`config.mk`:
```
export PLATFORM = sky130hd
export DESIGN_NAME = wave_meas_core
export DESIGN_NICKNAME = d
export VERILOG_FILES = /design/src/rtl/wave_meas_pkg.sv /design/src/rtl/wave_xing_det.sv /design/src/rtl/wave_meas_core.sv
export SDC_FILE = /design/constraint.sdc
export NUM_CORES = 1
export LEC_CHECK = 0
export ABC_AREA = 0
export CAP_MARGIN = 40
export CELL_PAD_IN_SITES_DETAIL_PLACEMENT = 1
export CELL_PAD_IN_SITES_GLOBAL_PLACEMENT = 2
export CORE_MARGIN = 3
export CORE_UTILIZATION = 25
export CTS_CLUSTER_SIZE = 40
export DETAILED_ROUTE_END_ITERATION = 8
export GPL_TIMING_DRIVEN = 0
export PLACE_DENSITY = 0.58
export SETUP_SLACK_MARGIN = 0.5
export SLEW_MARGIN = 20
export SYNTH_ARGS = -nofsm -noshare
export SYNTH_HDL_FRONTEND = slang
export SYNTH_SLANG_ARGS = --single-unit
```
`constraint.sdc`:
```
create_clock -name clk_i -period 3.59 [get_ports clk_i]
set_clock_uncertainty 0.15 [all_clocks]
set_input_delay 0.359 -clock clk_i [delete_from_list [all_inputs] [get_ports clk_i]]
set_output_delay 0.359 -clock clk_i [all_outputs]
set_load 0.01 [all_outputs]
```
`src/rtl/wave_meas_pkg.sv`:
```
// Shared types and defaults for the waveform measurement engine.
package wave_meas_pkg;

   typedef enum logic [1:0] {
      StIdle,
      StArm,
      StMeas,
      StDone
   } state_e;

   localparam int unsigned MID_DEF     = 567;
   localparam int unsigned HYST_DEF    = 8;
   localparam int unsigned FLOOR_DEF   = 255;
   localparam int unsigned MIN_PER_DEF = 100000;

   // Clamp a peak-to-peak span to the largest value an amp_w-bit output can hold.
   function automatic logic [31:0] sat_amp(input logic [31:0] diff, input int unsigned amp_w);
      logic [31:0] lim;
      lim = (amp_w >= 32) ? 32'hFFFF_FFFF : ((32'd1 << amp_w) - 32'd1);
      return (diff > lim) ? lim : diff;
   endfunction

endpackage

```
`src/rtl/wave_xing_det.sv`:
```
// Registered sample stage with hysteretic falling-crossing detection about MID.
module wave_xing_det #(
   parameter int unsigned DW   = 16,
   parameter int unsigned MID  = 567,
   parameter int unsigned HYST = 8
) (
   input  logic          clk_i,
   input  logic          rst_i,
   input  logic          clr_i,
   input  logic [DW-1:0] smpl_i,
   input  logic          smpl_vld_i,
   output logic [DW-1:0] smpl_o,
   output logic          acc_o,
   output logic          xing_o
);

   localparam logic [DW-1:0] MidV  = DW'(MID);
   localparam logic [DW-1:0] ArmV  = DW'(MID + HYST);

   logic [DW-1:0] smpl_q;
   logic          acc_q;
   logic          above_q;

   assign xing_o = acc_q & above_q & (smpl_q <= MidV);
   assign smpl_o = smpl_q;
   assign acc_o  = acc_q;

   always_ff @(posedge clk_i or posedge rst_i) begin
      if (rst_i) begin
         smpl_q  <= '0;
         acc_q   <= 1'b0;
         above_q <= 1'b0;
      end else if (clr_i) begin
         smpl_q  <= '0;
         acc_q   <= 1'b0;
         above_q <= 1'b0;
      end else begin
         acc_q <= smpl_vld_i;
         if (smpl_vld_i) smpl_q <= smpl_i;
         // above only moves on a freshly accepted sample
         if (acc_q) begin
            if (smpl_q > ArmV)  above_q <= 1'b1;
            else if (xing_o)    above_q <= 1'b0;
         end
      end
   end

endmodule

```
`src/rtl/wave_meas_core.sv`:
```
// Period and peak-to-peak measurement between qualified falling crossings of MID.
module wave_meas_core
   import wave_meas_pkg::*;
#(
   parameter int unsigned DW      = 16,
   parameter int unsigned CNT_W   = 22,
   parameter int unsigned AMP_W   = 12,
   parameter int unsigned MID     = MID_DEF,
   parameter int unsigned HYST    = HYST_DEF,
   parameter int unsigned FLOOR   = FLOOR_DEF,
   parameter int unsigned MIN_PER = MIN_PER_DEF
) (
   input  logic             clk_i,
   input  logic             rst_i,
   input  logic             clr_i,
   input  logic             start_i,
   input  logic             cont_i,
   input  logic [DW-1:0]    smpl_i,
   input  logic             smpl_vld_i,
   output logic [CNT_W-1:0] freq_o,
   output logic [AMP_W-1:0] amp_o,
   output logic             meas_vld_o,
   output logic             busy_o,
   output logic             timeout_o
);

   localparam logic [DW-1:0]    MidV   = DW'(MID);
   localparam logic [DW-1:0]    FloorV = DW'(FLOOR);
   localparam logic [CNT_W-1:0] CntMax = '1;

   logic [DW-1:0]    smpl_q;
   logic             smpl_acc;
   logic             xing;
   logic [DW-1:0]    span;

   state_e           state_q;
   logic [CNT_W-1:0] cnt_q;
   logic [DW-1:0]    max_q;
   logic [DW-1:0]    min_q;
   logic [CNT_W-1:0] freq_q;
   logic [AMP_W-1:0] amp_q;
   logic             meas_vld_q;
   logic             timeout_q;

   wave_xing_det #(
      .DW   (DW),
      .MID  (MID),
      .HYST (HYST)
   ) u_xing_det (
      .clk_i      (clk_i),
      .rst_i      (rst_i),
      .clr_i      (clr_i),
      .smpl_i     (smpl_i),
      .smpl_vld_i (smpl_vld_i),
      .smpl_o     (smpl_q),
      .acc_o      (smpl_acc),
      .xing_o     (xing)
   );

   assign span = max_q - min_q;

   always_ff @(posedge clk_i or posedge rst_i) begin
      if (rst_i) begin
         state_q    <= StIdle;
         cnt_q      <= '0;
         max_q      <= MidV;
         min_q      <= MidV;
         freq_q     <= '0;
         amp_q      <= '0;
         meas_vld_q <= 1'b0;
         timeout_q  <= 1'b0;
      end else if (clr_i) begin
         state_q    <= StIdle;
         cnt_q      <= '0;
         max_q      <= MidV;
         min_q      <= MidV;
         freq_q     <= '0;
         amp_q      <= '0;
         meas_vld_q <= 1'b0;
         timeout_q  <= 1'b0;
      end else begin
         meas_vld_q <= 1'b0;
         // tracker updates are overridden below wherever a new period begins
         if (smpl_acc) begin
            if (smpl_q > max_q) max_q <= smpl_q;
            if ((smpl_q < min_q) && (smpl_q > FloorV)) min_q <= smpl_q;
         end
         unique case (state_q)
            StIdle: begin
               if (start_i) begin
                  state_q   <= StArm;
                  cnt_q     <= '0;
                  timeout_q <= 1'b0;
                  max_q     <= MidV;
                  min_q     <= MidV;
               end
            end
            StArm, StMeas: begin
               if (cnt_q == CntMax) begin
                  state_q    <= StIdle;
                  timeout_q  <= 1'b1;
                  freq_q     <= '1;
                  amp_q      <= '0;
                  meas_vld_q <= 1'b1;
               end else if (xing && (state_q == StArm)) begin
                  state_q <= StMeas;
                  cnt_q   <= '0;
                  max_q   <= MidV;
                  min_q   <= MidV;
               end else if (xing && (32'(cnt_q) >= MIN_PER)) begin
                  freq_q     <= cnt_q + 1'b1;
                  amp_q      <= AMP_W'(sat_amp(32'(span), AMP_W));
                  meas_vld_q <= 1'b1;
                  cnt_q      <= '0;
                  max_q      <= MidV;
                  min_q      <= MidV;
                  if (!cont_i) state_q <= StDone;
               end else begin
                  cnt_q <= cnt_q + 1'b1;
               end
            end
            StDone:  state_q <= StIdle;
            default: state_q <= StIdle;
         endcase
      end
   end

   assign freq_o     = freq_q;
   assign amp_o      = amp_q;
   assign meas_vld_o = meas_vld_q;
   assign busy_o     = (state_q != StIdle);
   assign timeout_o  = timeout_q;

endmodule
```
==> results.yml <==
synthesis:
  synth_top_cell_by_area: "sky130_fd_sc_hd__dfrtp_1"
  asyncSetResetFlopFracSynth_pct: 100.0
  ys.warnings.count: 0
  synth_cells: 701
  synth_top_cell_area_share_pct: 36.06
  sequential_share_of_the_synthesized_area_pct: 40.69
  synth_area_leaders: "sky130_fd_sc_hd__dfrtp_1 36%, sky130_fd_sc_hd__ha_1 9.4%, sky130_fd_sc_hd__mux2i_1 7.2%"
  synthesis.area_per_instance_um2: 9.703
  post_synth_instance_area_mm2: 0.006802
  flip_flop_and_latch_count_after_synthesis: 110
  flip_flop_cell_with_the_highest_count_after_synthesis: "sky130_fd_sc_hd__dfrtp_1"
  syn-num-nets: 775
  count_of_flip_flops_with_a_built_in_enable_after_synthesis: 0
  netlist-cell-type-count: 66
drt:
  postRouteWirelength_mm: 20.37
  wl_per_cell_um: 18.25
  detailedRoute.firstPassIterationCount: 4
  routed_via_density: 4.984
  drc: 0
  ant_nets: 0
  routed-via-count: 5562
  detail_route.iter0.violations: 229
min_path:
  holdCritPathClass: "in2async"
clocking:
  cts_hold_buf: 0
  tritoncts: "yes"
  clock_latency_reported_for_the_late_side_of_the_worst_skew_pair_ps: 360
  clock_sink_count: 110
  clock_path_buffers: 2
  numCtsBuffers: 9
  clk_pin_slew_ps: 80
  ctsHtreeMaxLevel: 3
  clock-root-buffer: "sky130_fd_sc_hd__clkbuf_16"
place:
  portBuffers: 57
  post-dp-hpwl_mm: 15.98
  pre_cts_ws_ps: 406.8
  dpl_cell_area_mm2: 0.007888
  finalWeightedCongestion: 0.7933
setup_path:
  critical_path_peak_fanout: 8
  path_cells: "inv_1, ha_1, a21o_1, a211o_1, o21a_1, a21oi_1, o311a_1, and3_1, clkbuf_2, o21ai_0"
  kind_of_capture_point_of_the_worst_setup_path: "flop"
  nature_of_the_critical_path_startpoint: "flop"
  timing.setup.critical_path_class: "reg2reg"
  critical_path_arrival_ps: 2970
  timing.critical_path.depth: 10
  slowest_stage: "sky130_fd_sc_hd__dfstp_2"
  cp_top_family: "compound AO/OA/AOI/OAI gates"
  critical_path_required_ps: 3680
  timing.critical_path.buf_inv: 2
  cp_slowest_stage_delay_ps: 540
  ff2ff_path_depth: 10
sta:
  timing.max_slew.rel_slack_pct: 52.58
  finalSetupTns_ps: 0
  fmax_ghz: 0.3474
  hold_viol_final: 0
  maxSlewViolCount: 0
  finalSetupViolations: 0
  worst-slew-pin-transition_ps: 711.3
  period_needed_ps: 2879
  setup_ws_ps: 711.1
  fin_crit_sh_pct: 80.19
  unrepaired_setup_endpoints_after_global_routing: "true"
layout:
  commonest_non_fill_non_tap_cells_in_the_layout: "98 x sky130_fd_sc_hd__dfrtp_1, 59 x sky130_fd_sc_hd__nor2_1, 57 x sky130_fd_sc_hd__clkdlybuf4s50_1"
  finalInstanceArea_mm2: 0.008318
  drive_above_1_share_pct: 8.579
  diodes: 0
  flow.area_growth_from_synthesis_pct: 22.30
  num-nets-final: 850
  layout.cells.most_common: "sky130_fd_sc_hd__dfrtp_1"
  number_of_filler_cells_placed_in_the_layout: 3017
global_routing:
  antenna_violations_before_repair: 0
  globalRouteTotalUtil_pct: 14.46
  first_global_vias: 6028
  grt_max_degree: 31
  first_pass_grt_wire_length_mm: 33.43
  grt_residual_overflow: 0
floorplanning:
  floorplan.die.width_um: 170.9
  initial_utilization_pct: 25.74
  core_region_area_mm2: 0.02643
  die_h_um: 170.9
  core_rows: 59
  fp.dieArea_mm2: 0.02922
  top_level_ports: 59
power_and_ir_drop:
  max-vdd-ir-drop_v: 0.0001957
  power_frac_comb_pct: 37.0
  power-per-cell-area_mw_per_mm2: 484.3
  switching_share_pct: 36.05
  power.net_switching_mw: 1.452
  leakage_nw: 3.807
  internal_power_mw: 2.576
  clockPowerShare_pct: 28.1
  seq_power_share_pct: 34.9
run:
  drv.max_cap_violation_count: 0
run_status:
  outcome: "complete, no violations"
area by class of cell:
| class | count | area (µm²) | share of cell area [%] |
|---|---|---|---|
| Inverter | 45 | 172.7 | 2.076 |
| Timing Repair Buffer | 64 | 690.7 | 8.303 |
| Tap cell | 335 | 419.2 | 5.039 |
| Clock buffer | 9 | 225.2 | 2.708 |
| Buffer | 33 | 172.7 | 2.076 |
| Sequential cell | 110 | 2768 | 33.27 |
| Multi-Input combinational cell | 513 | 3767 | 45.29 |
| Clock inverter | 7 | 102.6 | 1.233 |
synthesized netlist by cell type, types with 8 or more instances:
library cell and count:
sky130_fd_sc_hd__a21oi_1 40, sky130_fd_sc_hd__a221o_1 19, sky130_fd_sc_hd__a22o_1 9, sky130_fd_sc_hd__a22oi_1 8, sky130_fd_sc_hd__a31oi_1 21, sky130_fd_sc_hd__and3_1 13
sky130_fd_sc_hd__clkbuf_1 20, sky130_fd_sc_hd__dfrtp_1 98, sky130_fd_sc_hd__dfstp_2 12, sky130_fd_sc_hd__ha_1 51, sky130_fd_sc_hd__inv_1 44, sky130_fd_sc_hd__mux2i_1 49
sky130_fd_sc_hd__nand2_1 43, sky130_fd_sc_hd__nand2b_1 13, sky130_fd_sc_hd__nand3_1 19, sky130_fd_sc_hd__nand4_1 12, sky130_fd_sc_hd__nor2_1 59, sky130_fd_sc_hd__o21ai_0 32
sky130_fd_sc_hd__xnor2_1 15, sky130_fd_sc_hd__xor2_1 13
sequential cells by signal, indices dropped and copies added, names as in the netlist:
name	flops
amp_o	12
cnt_q	22
freq_o	22
max_q	16
meas_vld_o	1
min_q	16
state_q	2
timeout_o	1
u_xing_det.above_q	1
u_xing_det.acc_o	1
u_xing_det.smpl_o	16
per-layer routing:
metal / part of all wire, % / up-vias / wire length [µm] / global-route usage (%)
met5: 0 / - / 0 / 0
met4: 1.4 / 0 / 284 / 4.094
met3: 2.0 / 17 / 409 / 1.594
met2: 45 / 65 / 9191 / 22.49
met1: 51 / 2773 / 10490 / 21.25
li1: - / 2707 / - / -
power groups by stage:
stage | clock network [mW] | registers (mW) | logic, mW
floorplan | 0 | 1.40 | 1.05
global placement | 0 | 1.43 | 1.40
detailed placement | 0 | 1.43 | 1.45
CTS | 1.18 | 1.41 | 1.46
global route | 1.22 | 1.42 | 1.69
finish | 1.13 | 1.40 | 1.49
final timing paths:
| check | startpoint | endpoint | slack [ps] |
|---|---|---|---|
| worst max register to register | min_q[4]$_DFF_PP1_ | amp_o[10]$_DFFE_PP0P_ | 710 |
| worst min-delay path | rst_i | u_xing_det.smpl_o[13]$_DFFE_PP0P_ | 180 |
| min in group clk_i | freq_o[6]$_DFFE_PP0P_ | freq_o[6]$_DFFE_PP0P_ | 360 |
| worst min register to register | freq_o[6]$_DFFE_PP0P_ | freq_o[6]$_DFFE_PP0P_ | 360 |
| max in group asynchronous | rst_i | cnt_q[2]$_DFFE_PP0P_ | 2450 |
| worst max-delay path | min_q[4]$_DFF_PP1_ | amp_o[10]$_DFFE_PP0P_ | 710 |
through the flow:
stage,instances,util [%],hold slack (ps),power (mW)
2_1_floorplan,701,-,339.6,2.445
3_3_place_gp,1093,29.50,346.5,2.827
3_5_place_dp,1098,29.85,349.6,2.877
4_1_cts,1114,31.11,174.6,4.045
5_1_grt,1116,31.47,186.3,4.335
6_report,1116,31.47,181.6,4.029
cell families after synthesis:
logic type	Yosys count	synth area share (%)
AND/OR/NAND/NOR	201	15.10
buffers and inverters	78	4.967
multiplexers	50	7.377
adder cells (fa/ha/maj)	52	9.676
XOR/XNOR	28	3.606
flip-flops	110	40.69
AO/OA/AOI/OAI	182	18.58
timing repair:
action / 4_1_cts / 5_1_grt
resized for setup: 2 / 16
pin swaps: 0 / 2
buffers inserted: 0 / 2
endpoints found under the setup margin: 20 / 46
cloned: 0 / 0
Note: power is estimated with default switching activity, not from simulation.
